==> config.mk <==
export PLATFORM = sky130hd
export DESIGN_NAME = sca_trigger_gen
export DESIGN_NICKNAME = d
export VERILOG_FILES = /design/src/rtl/sca_trigger_gen.sv
export SDC_FILE = /design/constraint.sdc
export NUM_CORES = 1
export LEC_CHECK = 0
export ABC_AREA = 1
export BUFFER_PORTS_ARGS = -buffer_cell sky130_fd_sc_hd__clkbuf_2
export CORE_ASPECT_RATIO = 2
export CORE_MARGIN = 5
export CORE_UTILIZATION = 40
export DETAILED_ROUTE_END_ITERATION = 10
export PLACE_DENSITY_LB_ADDON = 0.25
export SLEW_MARGIN = 15
export SYNTH_ARGS = -nofsm -noshare
export SYNTH_HDL_FRONTEND = slang
export SYNTH_SLANG_ARGS = --single-unit
==> constraint.sdc <==
create_clock -name clk_i -period 2.3 [get_ports clk_i]
set_input_delay 0.345 -clock clk_i [delete_from_list [all_inputs] [get_ports clk_i]]
set_output_delay 0.345 -clock clk_i [all_outputs]
set_load 0.1 [all_outputs]
==> src/rtl/sca_trigger_gen.sv <==
// -----------------------------------------------------------------------------
// sca_trigger_gen
//
// Capture-trigger generator for side-channel measurement targets. A software
// trigger request is qualified with the busy status (~idle) of one selected
// crypto block. The block then drives a registered trigger pad.
//
// Modes (mode_i):
//   0 gated  : trig_o follows (sw & busy) with one cycle of latency.
//   1 window : single shot. Arm on a rising sw edge. Then trigger for as long
//              as the latched block stays busy.
//   2 pulse  : single shot. Arm on a rising sw edge. Busy then starts a
//              delay_i cycle wait, followed by a trigger pulse width_i cycles
//              wide (a width of 0 counts as 1).
//   3 off    : trigger held low and the FSM held in Idle.
//
// Ports:
//   clk_i       block clock
//   rst_i       synchronous active-high reset
//   sw_trig_i   per-channel software trigger request (level)
//   idle_i      per-channel idle status (busy = ~idle)
//   sel_i       channel select; values >= NumChannels select nothing
//   mode_i      operating mode, see above
//   delay_i     pulse mode: cycles from busy detection to trigger
//   width_i     pulse mode: trigger width in cycles
//   trig_o      registered capture trigger
//   armed_o     registered, high while the FSM is Armed/Delay/Active
//   trig_cnt_o  saturating count of trig_o rising edges
//
// Interface semantics: there is no valid/ready handshake. Every input is a
// level sampled on each rising clk_i edge. Every output is a register that
// changes only on that edge, so no combinational path runs from an input to
// an output.
//
// The FSM state is held in state_q (type state_e) and can be probed by name.
// -----------------------------------------------------------------------------
module sca_trigger_gen #(
  parameter int NumChannels = 4,
  parameter int CntW        = 16,
  parameter int SelW        = (NumChannels > 1) ? $clog2(NumChannels) : 1
) (
  input  logic                   clk_i,
  input  logic                   rst_i,
  input  logic [NumChannels-1:0] sw_trig_i,
  input  logic [NumChannels-1:0] idle_i,
  input  logic [SelW-1:0]        sel_i,
  input  logic [1:0]             mode_i,
  input  logic [CntW-1:0]        delay_i,
  input  logic [CntW-1:0]        width_i,
  output logic                   trig_o,
  output logic                   armed_o,
  output logic [CntW-1:0]        trig_cnt_o
);

  typedef enum logic [1:0] {
    ST_IDLE   = 2'd0,
    ST_ARMED  = 2'd1,
    ST_DELAY  = 2'd2,
    ST_ACTIVE = 2'd3
  } state_e;

  localparam logic [1:0] MODE_GATED  = 2'd0;
  localparam logic [1:0] MODE_WINDOW = 2'd1;
  localparam logic [1:0] MODE_PULSE  = 2'd2;
  localparam logic [1:0] MODE_OFF    = 2'd3;

  localparam logic [CntW-1:0] CNT_ONE = CntW'(1);
  localparam logic [CntW-1:0] CNT_MAX = {CntW{1'b1}};

  state_e          state_q, state_d;
  logic [SelW-1:0] sel_q, sel_d, sel_eff;
  logic [1:0]      mode_q, mode_d;
  logic [CntW-1:0] delay_q, delay_d;
  logic [CntW-1:0] width_q, width_d;
  logic [CntW-1:0] cnt_q, cnt_d;
  logic [CntW-1:0] trig_cnt_q, trig_cnt_d;
  logic            sw_q;
  logic            trig_q, trig_d;
  logic            armed_q, armed_d;
  logic            sw, busy, sw_rise;
  logic            live_abort;

  // In Idle the live selection is used. Once the FSM is armed, the selection
  // latched at arm time is used so that sel_i changes cannot redirect the
  // trigger.
  assign sel_eff = (state_q == ST_IDLE) ? sel_i : sel_q;

  // Channel mux. An out-of-range select leaves both sw and busy low.
  always_comb begin
    sw   = 1'b0;
    busy = 1'b0;
    for (int i = 0; i < NumChannels; i++) begin
      if (sel_eff == SelW'(i)) begin
        sw   = sw_trig_i[i];
        busy = ~idle_i[i];
      end
    end
  end

  // sw_q resets to 1. A request that is already high when reset is released
  // therefore needs a low phase before it can arm.
  assign sw_rise = sw & ~sw_q;

  // A live mode of gated or off kills any single-shot sequence in progress.
  assign live_abort = (state_q != ST_IDLE) &&
                      ((mode_i == MODE_GATED) || (mode_i == MODE_OFF));

  // Next-state, latch and counter logic.
  always_comb begin
    state_d = state_q;
    sel_d   = sel_q;
    mode_d  = mode_q;
    delay_d = delay_q;
    width_d = width_q;
    cnt_d   = cnt_q;
    trig_d  = 1'b0;

    unique case (state_q)
      ST_IDLE: begin
        if (mode_i == MODE_GATED) begin
          trig_d = sw & busy;
        end else if ((mode_i != MODE_OFF) && sw_rise) begin
          state_d = ST_ARMED;
          sel_d   = sel_i;
          mode_d  = mode_i;
          delay_d = delay_i;
          width_d = (width_i == '0) ? CNT_ONE : width_i;
        end
      end

      ST_ARMED: begin
        // Busy is checked first, so a busy edge that coincides with the sw
        // request dropping still fires.
        if (busy) begin
          if (mode_q == MODE_WINDOW) begin
            state_d = ST_ACTIVE;
          end else if (delay_q == '0) begin
            state_d = ST_ACTIVE;
            cnt_d   = width_q;
          end else begin
            state_d = ST_DELAY;
            cnt_d   = delay_q;
          end
        end else if (!sw) begin
          state_d = ST_IDLE;
        end
      end

      ST_DELAY: begin
        if (cnt_q == CNT_ONE) begin
          state_d = ST_ACTIVE;
          cnt_d   = width_q;
        end else begin
          cnt_d = cnt_q - CNT_ONE;
        end
      end

      ST_ACTIVE: begin
        if (mode_q == MODE_WINDOW) begin
          if (!busy) begin
            state_d = ST_IDLE;
          end
        end else if (cnt_q == CNT_ONE) begin
          state_d = ST_IDLE;
          cnt_d   = '0;
        end else begin
          cnt_d = cnt_q - CNT_ONE;
        end
      end

      default: begin
        state_d = ST_IDLE;
      end
    endcase

    if (live_abort) begin
      state_d = ST_IDLE;
      cnt_d   = '0;
    end

    // In the single-shot modes the trigger is exactly "next state is Active".
    // This registers trig_o in the same cycle that the state enters Active.
    if (state_d == ST_ACTIVE) begin
      trig_d = 1'b1;
    end
  end

  assign armed_d = (state_d != ST_IDLE);

  always_comb begin
    trig_cnt_d = trig_cnt_q;
    if (trig_d && !trig_q && (trig_cnt_q != CNT_MAX)) begin
      trig_cnt_d = trig_cnt_q + CNT_ONE;
    end
  end

  always_ff @(posedge clk_i) begin
    if (rst_i) begin
      state_q    <= ST_IDLE;
      sel_q      <= '0;
      mode_q     <= MODE_GATED;
      delay_q    <= '0;
      width_q    <= '0;
      cnt_q      <= '0;
      trig_cnt_q <= '0;
      sw_q       <= 1'b1;
      trig_q     <= 1'b0;
      armed_q    <= 1'b0;
    end else begin
      state_q    <= state_d;
      sel_q      <= sel_d;
      mode_q     <= mode_d;
      delay_q    <= delay_d;
      width_q    <= width_d;
      cnt_q      <= cnt_d;
      trig_cnt_q <= trig_cnt_d;
      sw_q       <= sw;
      trig_q     <= trig_d;
      armed_q    <= armed_d;
    end
  end

  assign trig_o     = trig_q;
  assign armed_o    = armed_q;
  assign trig_cnt_o = trig_cnt_q;

endmodule

==> impl_metrics.yaml, run 1 <==
power_and_ir_drop:
  powerDensity_nw_per_um2: 743
  p_leak_nw: 2.05
  vdd_drop_max_v: 0.000446
logic_synthesis:
  synth_compound_area_share_pct: 20.9
  synth_warnings: 0
  synthArstFlopShare_pct: 0
  synthAdderAreaFrac_pct: 1.58
  synthMuxAreaShare_pct: 0
  synthFlopType: "dfxtp_1"
  synth_edf_count: 0
  synth_top_family_by_area: "simple AND/OR/NAND/NOR gates"
  synth_xor_area_share_pct: 4.86
  syn_nets: 625
  mappedNetlistArea_um2: 3960
  yosysSeqAreaShare_pct: 36.9
  ys_ff_latch: 73
  avgSynthCellArea_um2: 6.91
  synth-simple-area-share_pct: 27.3
  netlist_instances: 574
  synth_cell_types: 37
timing:
  hold_viol: 0
  finClkSkew_ns: 0.00869
  rsz0062_at_grt: "no"
  slew_viol_final: 0
  max_slew_margin_pct: 61.9
  finalCritPeriodShare_pct: 92.2
  setup_violations: 0
  fin_setup_tns_ns: 0
  period_minus_slack_ns: 2.12
  clock.fmax_ghz: 0.472
  tightestPinTransition_ns: 0.574
drt:
  first_iter_violations: 297
  first_pass_iters: 5
  post_drt_wl_per_cell_um: 16.1
  ant_nets: 0
  dr_wl_met3_um: 541
  drc_errors: 0
  wl_met1_mm: 4.30
  viasPerCell: 5.40
  met2_length_mm: 7.15
  num_vias: 4238
  highest_layer: "met4"
  wl_mm: 12.6
layout:
  diodes: 0
  num-fill-cells: 1041
  layout.nets: 700
  syn_to_final_growth_pct: 22.9
  final_util_pct: 50.2
  finalNonFillerCells: 785
  drive_gt1_share_pct: 20.8
global_routing:
  grt_max_degree: 39
  grt_pass1_wl_mm: 19.7
  grt_pass1_vias: 4205
  grt.total_usage_pct: 21.0
  antenna_found_initial: 0
  grt_overflow: 0
critical_path:
  worst_r2r_endpoint: "trig_cnt_o[10]"
  start_kind: "flip-flop"
  endpoint_kind: "flip-flop"
  critPathArrivalTime_ns: 2.34
  worst-r2r-setup-slack_ns: 0.18
  r2r-start: "state_q[1]"
  worst_ep_required_time_ns: 2.52
  worst-setup-path-type: "flip-flop to flip-flop"
  r2r_cells: 15
  cp_max_fo: 8
floorplanning:
  num_io_pins: 64
  die_w_um: 80.4
  die_y_um: 151
  initial_utilization_pct: 40.9
  core_area_um2: 9700
  fp-row-count: 51
  die-area_um2: 12100
job:
  maxCapViolations: 0
clock_network:
  h-tree-depth: 3
  clock_latency_ns: 0.33
  cts_buffers: 9
  cts_buffer_depth: 2
  cts-root-buf: "clkbuf_16"
  cts_sinks: 73
  post_cts_buffers: 0
  cts_tree: "done"
  clkSlewWorstSetupHoldPaths_ns: 0.05
hold_path:
  whs_endpoint: "width_q[1]"
  hold_path.class: "primary input to flip-flop"
  hold_depth: 3
  min_from: "width_i[1]"
placement:
  placement.io_buffers: 63
  place_congestion: 0.947
  placedCellCount: 769
  hpwl_mm: 9.67
outcome:
  status: "completed"
[final cells by class]
cell class	instances	area (um^2)	share of cell area, %
multi-input cells	417	2190	45.0
flip-flops and latches	73	1480	30.3
repair buffers	87	499	10.2
clock buffers	10	229	4.70
inverters	61	229	4.70
well taps	132	165	3.39
clock inverters	5	81.3	1.67
[sequential cells by signal (all words and copies together) (netlist names)]
name,flops
width_q,16
delay_q,16
state_q,2
mode_q,2
armed_o,1
trig_cnt_o,16
sel_q,2
trig_o,1
sw_q,1
cnt_q,16
[metal layers]
layer  track usage, %  vias to the layer above
met1             20.0                     1943
met4             12.7                        0
met2             40.2                      150
met5                0                        -
li1                 -                     2099
met3             3.93                       46
[worst max-delay path, cell delays in order (launching register included)]
cell     delay [ns]
dfxtp_1        0.43
nor2_4         0.09
nand2_1        0.06
nand2_1        0.11
nand3_1        0.11
nand2_1        0.08
inv_1          0.07
nand2_2        0.07
nand2_1        0.09
nand2_1        0.08
a21oi_2        0.18
nand2_2        0.10
nand2_4        0.13
nand3_2        0.20
nand2_1        0.15
a21oi_2        0.05
[worst max-delay path by stage]
stage               slack, ns        endpoint           start  depth (start not counted)
global placement         0.17       cnt_q[15]        cnt_q[2]                         10
floorplan                0.05  trig_cnt_o[11]  trig_cnt_o[13]                          7
finish                   0.18  trig_cnt_o[10]      state_q[1]                         15
CTS                      0.05   trig_cnt_o[2]      state_q[0]                         16
global route            0.001   trig_cnt_o[3]      state_q[0]                         16
detailed placement       0.08   trig_cnt_o[2]      state_q[0]                         16
[cell families (layout without fill, tap and decap cells)]
| family | Yosys count | in the layout |
|---|---|---|
| AO/OA/AOI/OAI | 151 | 151 |
| XOR/XNOR | 22 | 22 |
| adder cells (fa/ha/maj) | 5 | 5 |
| buffers and inverters | 85 | 163 |
| flip-flops | 73 | 73 |
| AND/OR/NAND/NOR | 238 | 239 |
[Yosys cell counts (2+ instances only)]
cell      number  share of area (%)
a21oi_1       56                7.1
a21oi_2        3               0.66
a31oi_1        6               0.95
a32o_1         2               0.51
a41oi_1        3               0.66
buf_2          3               0.38
clkbuf_1      18                1.7
dfxtp_1       73                 37
ha_1           5                1.6
inv_1         56                5.3
inv_2          4               0.38
nand2_1       81                7.7
nand2_2        4               0.63
nand3_1       26                3.3
nand3b_1       6                1.1
nand4_1       20                3.2
nor2_1        73                6.9
nor2_2         4               0.63
nor3_1        13                1.6
nor4_1         7                1.1
o21ai_0       72                9.1
o221ai_1       3               0.66
o311ai_0       2               0.44
xnor2_1        5                1.1
xor2_1        17                3.8
[cells in the final DEF, fill, tap and decap left out, drive strengths merged, types with 6 or more instances in the layout]
cell,netlist,layout
a21oi,59,59
buf,6,24
nor3,13,13
clkbuf,18,73
xor2,17,17
nand4,20,20
nor2,77,77
nand3,28,29
nand2,86,86
inv,60,60
nor4,7,7
a31oi,6,6
nand3b,6,6
dfxtp,73,73
o21ai,73,73
[timing repair]
action                                  4_1_cts  5_1_grt
gates resized for setup                       0        8
endpoints found under the setup margin        0       16
hold buffers                                  0        0
endpoints found under the hold margin         0        0
[power by group]
part           total [W]  switching [W]  internal [W]
clock            0.00148       0.000533      0.000943
combinational   0.000759       0.000496      0.000262
sequential       0.00138      0.0000505       0.00133
total            0.00362        0.00108       0.00254
[per-stage QoR]
step | area [um^2] | hold WS [ns] | setup WS (ns) | total power (W)
3_3_place_gp | 4530 | 0.454 | 0.169 | 0.00214
6_report | 4870 | 0.254 | 0.180 | 0.00362
2_1_floorplan | 3980 | 0.430 | 0.0533 | 0.00189
3_5_place_dp | 4530 | 0.458 | 0.0850 | 0.00214
5_1_grt | 4870 | 0.265 | 0.00122 | 0.00377
4_1_cts | 4840 | 0.244 | 0.0533 | 0.00362
No activity file was read; power rests on OpenSTA's default activity.
==> run 2: changes to the inputs <==
--- a/config.mk
+++ b/config.mk
@@ -11,6 +11,7 @@
 export CORE_MARGIN = 5
 export CORE_UTILIZATION = 40
 export DETAILED_ROUTE_END_ITERATION = 10
+export GPL_ROUTABILITY_DRIVEN = 0
 export PLACE_DENSITY_LB_ADDON = 0.25
 export SLEW_MARGIN = 15
 export SYNTH_ARGS = -nofsm -noshare
==> constraint.sdc (replaced) <==
create_clock -name clk_i -period 2.7 [get_ports clk_i]
set_input_delay 0.27 -clock clk_i [delete_from_list [all_inputs] [get_ports clk_i]]
set_output_delay 0.27 -clock clk_i [all_outputs]
set_load 0.1 [all_outputs]
==> run 2 against run 1 <==
Net effect: count of clock-buffer cells in the layout is the same; critical path depth shrank 4; non-clock buffer count shrank 12; core utilization shrank 1.2 points; sequential power shrank 14%; routed wire length shrank 4.6%; flip-flop and latch count is the same; cell area shrank 2.4%; via count shrank 3.2%; sequential share of layout area grew 0.44 points; critical path type unchanged.
==> impl_metrics.yaml, run 2 (synthesis results as in run 1) <==
global_routing:
  grt_pass1_wl_mm: 19.3
  grt_max_degree: 50
  grt.total_usage_pct: 20.6
  grt_overflow: 0
  grt_pass1_vias: 4066
  antenna_found_initial: 0
layout:
  final_common_cell: "nand2_1"
  num-fill-cells: 1024
  syn_to_final_growth_pct: 20.0
  layout.nets: 687
  layout_common_cells: "nand2_1 (81), nor2_1 (73), dfxtp_1 (73)"
  diodes: 0
  drive_gt1_share_pct: 17.2
clock_network:
  cts_tree: "done"
  cts-root-buf: "clkbuf_16"
  clkSlewWorstSetupHoldPaths_ns: 0.06
  post_cts_buffers: 0
  cts_sinks: 73
  clock_latency_ns: 0.34
  cts_buffer_depth: 2
  holdBufCountCts: 0
  h-tree-depth: 3
  ctsResizeCount: 0
  cts_buffers: 9
floorplanning:
  core_area_um2: 9700
  fp-row-count: 51
  die_w_um: 80.4
  die-area_um2: 12100
  initial_utilization_pct: 40.9
  num_io_pins: 64
  die_y_um: 151
drt:
  ant_nets: 0
  num_vias: 4104
  first_pass_iters: 5
  viasPerCell: 5.31
  drc_errors: 0
  wl_mm: 12.0
  post_drt_wl_per_cell_um: 15.6
  first_iter_violations: 251
timing:
  whs_ns: 0.180
  fin_setup_tns_ns: 0
  hold_viol: 0
  period_minus_slack_ns: 2.28
  clock.fmax_ghz: 0.439
  setup_violations: 0
  max_slew_margin_pct: 52.3
  finalCritPeriodShare_pct: 84.5
  finClkSkew_ns: 0.00487
  tightestPinTransition_ns: 0.715
  rsz0062_at_grt: "no"
  slew_viol_final: 0
critical_path:
  crit_path_max_incr_delay_ns: 0.54
  worstPathCellList: "inv_1, nand2_2, nand2_1, nand2_1, nand3b_1, nand2_1, nor2_1, nand2_1, inv_1, o21ai_0, a21oi_1"
  endpoint_kind: "flip-flop"
  critPathArrivalTime_ns: 2.55
  worst_ep_required_time_ns: 2.97
  crit_buf_inv: 2
  cpMostUsedCell: "nand2_1"
  worst-setup-path-type: "flip-flop to flip-flop"
  cp_max_fo: 23
  cp_slowest_cell: "inv_1"
  start_kind: "flip-flop"
  cp_top_family: "simple AND/OR/NAND/NOR gates"
power_and_ir_drop:
  p_seq_share_pct: 37.9
  finalPower_w: 0.00311
  internal_power_w: 0.00217
  p_leak_nw: 1.98
  switching_share_pct: 30.1
  clkPwrFrac_pct: 42.4
  vdd_drop_max_v: 0.000314
  powerDensity_nw_per_um2: 653
  combPwrFrac_pct: 19.7
  p_sw_w: 0.000934
job:
  maxCapViolations: 0
hold_path:
  hold_path.class: "primary input to flip-flop"
outcome:
  status: "completed"
placement:
  placement.io_buffers: 63
  hpwl_mm: 9.32
[run 2: cell count changes in the layout (fill, tap and decap cells not counted), sizes merged]
| cell | change |
|---|---|
| clkinvlp | +2 |
| clkinv | -1 |
| nand3 | -1 |
| buf | -12 |
[run 2: power groups by stage]
stage                     sequential, W  combinational (W)  clock (W)
after floorplan                 0.00122           0.000388          0
after global placement          0.00120           0.000600          0
after detailed placement        0.00120           0.000605          0
after CTS                       0.00118           0.000608    0.00133
after global routing            0.00118           0.000678    0.00139
final                           0.00118           0.000613    0.00132
[run 2: worst paths after layout]
path	from	to	slack [ns]	cells past startpoint
max	state_q[0]	width_q[1]	0.42	11
max reg2reg	state_q[0]	width_q[1]	0.42	11
min	width_i[1]	width_q[1]	0.18	3
min reg2reg	mode_q[0]	mode_q[0]	0.46	2
[run 2: worst reg2reg max path: stages (launching register included)]
cell	delay (ns)
dfxtp_1	0.37
inv_1	0.17
nand2_2	0.11
nand2_1	0.07
nand2_1	0.09
nand3b_1	0.10
nand2_1	0.07
nor2_1	0.27
nand2_1	0.11
inv_1	0.54
o21ai_0	0.18
a21oi_1	0.14
[run 2: metal layers]
layer,GRT usage [%],vias to the layer above,part of all wire [%]
met2,39.2,115,56
met4,12.6,0,5.1
li1,-,2065,-
met1,20.0,1884,35
met3,3.27,40,3.9
met5,0,-,0
[run 2: cell type report]
cell class                      count  area (um^2)  share of cell area (%)
Clock inverter                      6         91.3                    1.92
Multi-Input combinational cell    416         2160                    45.5
Inverter                           61          229                    4.81
Sequential cell                    73         1460                    30.7
Timing Repair Buffer               75          405                    8.52
Clock buffer                       10          239                    5.02
Tap cell                          132          165                    3.47
[run 2: through the flow]
step / utilization, % / worst slack, ns / instance area (um^2) / cells
floorplan: - / 0.172 / 3960 / 574
global placement: 45.6 / 0.449 / 4430 / 757
detailed placement: 45.6 / 0.414 / 4430 / 757
global route: 49.0 / 0.105 / 4760 / 773
finish: 49.0 / 0.420 / 4760 / 773
CTS: 49.0 / 0.401 / 4760 / 773
